$ cat src/rtl/thermal_alarm_fsm.sv
// Thermal/alarm sequencer: hysteretic heat drive, debounced emergency button,
// over-temperature trip, latched alarm with acknowledge, timed cooldown, alarm counter.
//
// state    | meaning
// IDLE     | no drive, waiting for temp >= thr_on or a trip
// ACTIVE   | drive follows temp until it falls below thr_off
// ALARM    | latched alarm; leaves only on ack with the button released
// COOLDOWN | quiet hold of HOLD_CYCLES cycles before returning to IDLE
module thermal_alarm_fsm #(
    parameter int TEMP_W      = 4,
    parameter int DEB_CYCLES  = 3,
    parameter int HOLD_CYCLES = 4,
    parameter int CNT_W       = 4
) (
    input  logic              clk,
    input  logic              reset,
    input  logic              bt,
    input  logic [TEMP_W-1:0] temp,
    input  logic [TEMP_W-1:0] thr_on,
    input  logic [TEMP_W-1:0] thr_off,
    input  logic              ack,
    output logic [TEMP_W:0]   E,
    output logic [1:0]        state_o,
    output logic              cfg_err,
    output logic [CNT_W-1:0]  alarm_cnt
);

    localparam int DEB_W  = $clog2(DEB_CYCLES + 1);
    localparam int HOLD_W = $clog2(HOLD_CYCLES + 1);
    localparam logic [DEB_W-1:0]  DEB_MAX  = DEB_W'(DEB_CYCLES);
    localparam logic [HOLD_W-1:0] HOLD_MAX = HOLD_W'(HOLD_CYCLES);

    typedef enum logic [1:0] {
        IDLE     = 2'd0,
        ACTIVE   = 2'd1,
        ALARM    = 2'd2,
        COOLDOWN = 2'd3
    } state_t;

    state_t              state, state_nxt;
    logic [DEB_W-1:0]    deb_cnt;
    logic [HOLD_W-1:0]   hold_cnt, hold_nxt;
    logic                bt_db, ovt, trip;

    assign bt_db   = (deb_cnt == DEB_MAX);
    assign ovt     = &temp;
    assign trip    = bt_db | ovt;
    assign cfg_err = (thr_off > thr_on);
    assign state_o = state;

    always_ff @(posedge clk or posedge reset) begin
        if (reset) begin
            state     <= IDLE;
            deb_cnt   <= '0;
            hold_cnt  <= '0;
            alarm_cnt <= '0;
        end else begin
            state    <= state_nxt;
            hold_cnt <= hold_nxt;
            if (!bt)
                deb_cnt <= '0;
            else if (deb_cnt != DEB_MAX)
                deb_cnt <= deb_cnt + DEB_W'(1);
            if (state_nxt == ALARM && state != ALARM && alarm_cnt != '1)
                alarm_cnt <= alarm_cnt + CNT_W'(1);
        end
    end

    always_comb begin
        state_nxt = IDLE;
        hold_nxt  = '0;
        case (state)
            IDLE: begin
                if (trip)
                    state_nxt = ALARM;
                else if (!cfg_err && temp >= thr_on)
                    state_nxt = ACTIVE;
                else
                    state_nxt = IDLE;
            end
            ACTIVE: begin
                if (trip)
                    state_nxt = ALARM;
                else if (cfg_err || temp < thr_off)
                    state_nxt = IDLE;
                else
                    state_nxt = ACTIVE;
            end
            ALARM: begin
                // A held button blocks the acknowledge so the alarm cannot be dismissed mid-press.
                if (ack && !bt_db) begin
                    state_nxt = COOLDOWN;
                    hold_nxt  = HOLD_MAX;
                end else begin
                    state_nxt = ALARM;
                end
            end
            COOLDOWN: begin
                if (trip) begin
                    state_nxt = ALARM;
                end else if (hold_cnt <= HOLD_W'(1)) begin
                    state_nxt = IDLE;
                end else begin
                    state_nxt = COOLDOWN;
                    hold_nxt  = hold_cnt - HOLD_W'(1);
                end
            end
            default: state_nxt = IDLE;
        endcase
    end

    always_comb begin
        E = '0;
        case (state)
            ACTIVE:  E = {1'b0, temp};
            ALARM:   E = {1'b1, {TEMP_W{1'b0}}};
            default: E = '0;
        endcase
    end

endmodule

$ cat config.mk
export PLATFORM = sky130hd
export DESIGN_NAME = thermal_alarm_fsm
export DESIGN_NICKNAME = d
export VERILOG_FILES = /design/src/rtl/thermal_alarm_fsm.sv
export SDC_FILE = /design/constraint.sdc
export NUM_CORES = 1
export LEC_CHECK = 0
export ABC_AREA = 1
export ABC_CLOCK_PERIOD_IN_PS = 3200
export CORE_UTILIZATION = 45
export CTS_BUF_LIST = sky130_fd_sc_hd__clkbuf_2
export CTS_CLUSTER_DIAMETER = 120
export DETAILED_ROUTE_END_ITERATION = 10
export PLACE_DENSITY = 0.89
export SYNTH_ARGS = -nofsm -noshare
export SYNTH_HDL_FRONTEND = slang
export SYNTH_SLANG_ARGS = --single-unit
$ cat constraint.sdc
create_clock -name clk -period 3.2 [get_ports clk]
set_input_delay 0.64 -clock clk [delete_from_list [all_inputs] [get_ports clk]]
set_output_delay 0.64 -clock clk [all_outputs]
set_load 0.02 [all_outputs]
==> qor.txt <==
Synth top area share: 29.1%
Worst Max-Slew Pin Slew: 441 ps
GRT overflow: 0
Leak pwr: 0.675 nW
Vias: 934
Syn. warnings: 0
Syn Nets: 159
Final WL: 2140 µm
Detail Route Antenna Nets: 0
FILL cells: 192
Layout cells sized above 1: 10.1%
Drt pass-1 iters: 4
Crit share post-route: 95.3%
Setup Viol. Count Final: 0
Synth area leader: dfrtp_1
RD Place Congestion: 0.841
Largest buffer count on any clock path: 2
Yosys cell types: 22
Arrival @ worst endpoint: 2410 ps
CTS sink cnt: 11
Commonest non-fill, non-tap cells in the layout: 27 x inv_1, 27 x clkdlybuf4s50_1, 22 x nand2_1
Required @ worst endpoint: 2560 ps
Initial antenna violation count: 0
#FFs+latches synth: 11
DR iter-0 viols: 13
Final layout net count: 191
Largest cells by area after synthesis: dfrtp_1 29%, ha_1 20%, inv_1 11%
Number of hold buffers added after cts: 0
# rows: 16
Maximum number of pins on one net before global-route repair: 12
Cts repair resizes: 0
Core area: 1960 µm²
Sequential cell area: 275 µm²
Post-synthesis sequential area ratio: 29.1%
Power density over the cells: 601 nW/µm²
Setup crit start: thr_on[3]
Setup TNS: 0 ps
Chip width: 47.9 µm
Area taken by multi-input logic gates: 556 µm²
First-pass GRT wire length: 3200 µm
# diodes: 0
Crit path max fanout: 3
Final Max Tran Viols: 0
Min Tclk post-route: 3050 ps
Port buffer count: 27
CTS Buf Count: 3
Slew headroom: 70.6%
Drt via density: 5.02
Reg-to-reg startpoint: hold_cnt[0]
Die Span Y: 47.9 µm
# IOs: 28
Crit path kind: in2out
HPWL Detailed: 1710 µm
RSZ-0062 raised after global routing: no
Crit path launch type: input pin
Setup bufs post-CTS: 0
Routed length per placed instance: 11.5 µm
Vias in the first global route: 841
Fin. Hold Viols: 0
Peak VDD IR: 0.475 mV
FMAX: 328 MHz
Worst hold start: hold_cnt[0]
CTS tree: done
Clk pin slew, worst setup/hold paths: 100 ps
Mapped Cells: 128
Max Cap Viol: 0
Layout area overhead: 34.2%
# DRC: 0
CTS root buf: clkbuf_2
Hold/Removal Path Class: reg2reg
Worst setup EP type: primary output
Die area: 2290 µm²
Min Hold Slack: 482 ps
Starting Density: 48.3%
Status: complete, no violations
Skew final: 12.1 ps
Avg Cell Area, Syn: 7.40 µm²
Clk_lat worst skew: 280 ps
Post-Syn Area: 947 µm²
H-tree depth: 1
Gr usage total: 20.0%
-- flip-flops by register name, indices dropped and copies added, names as in the netlist --
register,count
alarm_cnt,4
deb_cnt,2
hold_cnt,3
state_o,2
-- worst paths after layout --
path / endpoint / slack, ps / depth (start not counted)
max: cfg_err / 150 / 10
min: hold_cnt[0] / 480 / 1
max reg2reg: alarm_cnt[3] / 1620 / 9
min reg2reg: hold_cnt[0] / 480 / 1
max in group asynchronous: hold_cnt[0] / 2240 / 2
min in group asynchronous: state_o[0] / 640 / 2
-- power breakdown --
group	internal (mW)	leakage (nW)	switching (mW)	total, mW
clock network	0.0332	0.0166	0.0513	0.0844
logic	0.194	0.515	0.253	0.447
registers	0.180	0.144	0.0524	0.232
-- cell usage after synthesis --
cell type / instances
ha_1: 15
inv_1: 27
xnor2_1: 1
nor2_4: 1
a21oi_2: 1
o21bai_1: 1
nand4_1: 6
nand3_4: 1
nor2_2: 2
inv_2: 4
nor3_1: 1
nand2_2: 1
xor2_1: 1
nand2_1: 22
nand2_4: 1
dfrtp_1: 11
o21ai_0: 7
o21ai_1: 1
nand3_1: 7
nor2_1: 11
a21oi_1: 5
o21ai_2: 1
-- worst max-delay path: stages --
cell	delay, ps
clkdlybuf4s50_1	460
inv_1	60
ha_1	300
nand2_1	60
inv_1	70
nand2_1	50
nand2_1	50
nand2_1	80
inv_1	60
clkdlybuf4s50_1	590
-- per-layer routing --
metal | vias up | GRT usage, % | wire [µm]
met4 | 0 | 11.7 | 63
met3 | 6 | 1.51 | 123
met1 | 420 | 22.3 | 883
met2 | 32 | 36.8 | 1070
met5 | - | 0 | 0
li1 | 476 | - | -
-- through the flow --
stage / power [mW] / worst slack [ps] / util, % / std cells / instance area [µm²]
3_5_place_dp: 0.683 / 158 / 63.8 / 182 / 1250
2_1_floorplan: 0.509 / 1210 / - / 128 / 947
5_1_grt: 0.818 / 62.2 / 64.8 / 186 / 1270
3_3_place_gp: 0.663 / 213 / 63.8 / 182 / 1250
6_report: 0.764 / 150 / 64.8 / 186 / 1270
4_1_cts: 0.768 / 145 / 64.8 / 186 / 1270
-- cell families after synthesis --
kind of cell	count (synthesis)	share of synthesized area (%)
AO/OA/AOI/OAI	16	9.51
XOR/XNOR	2	1.85
adder cells (fa/ha/maj)	15	19.8
buffers and inverters	31	12.3
flip-flops	11	29.1
AND/OR/NAND/NOR	53	27.5
-- area by class of cell --
type | count | share of cell area (%)
sequential | 11 | 21.7
tap | 27 | 2.66
clock buffer | 4 | 1.57
multi-input combinational | 86 | 43.7
timing repair buffer | 27 | 21.3
inverter | 31 | 9.15
(Power assumes the default switching activity.)
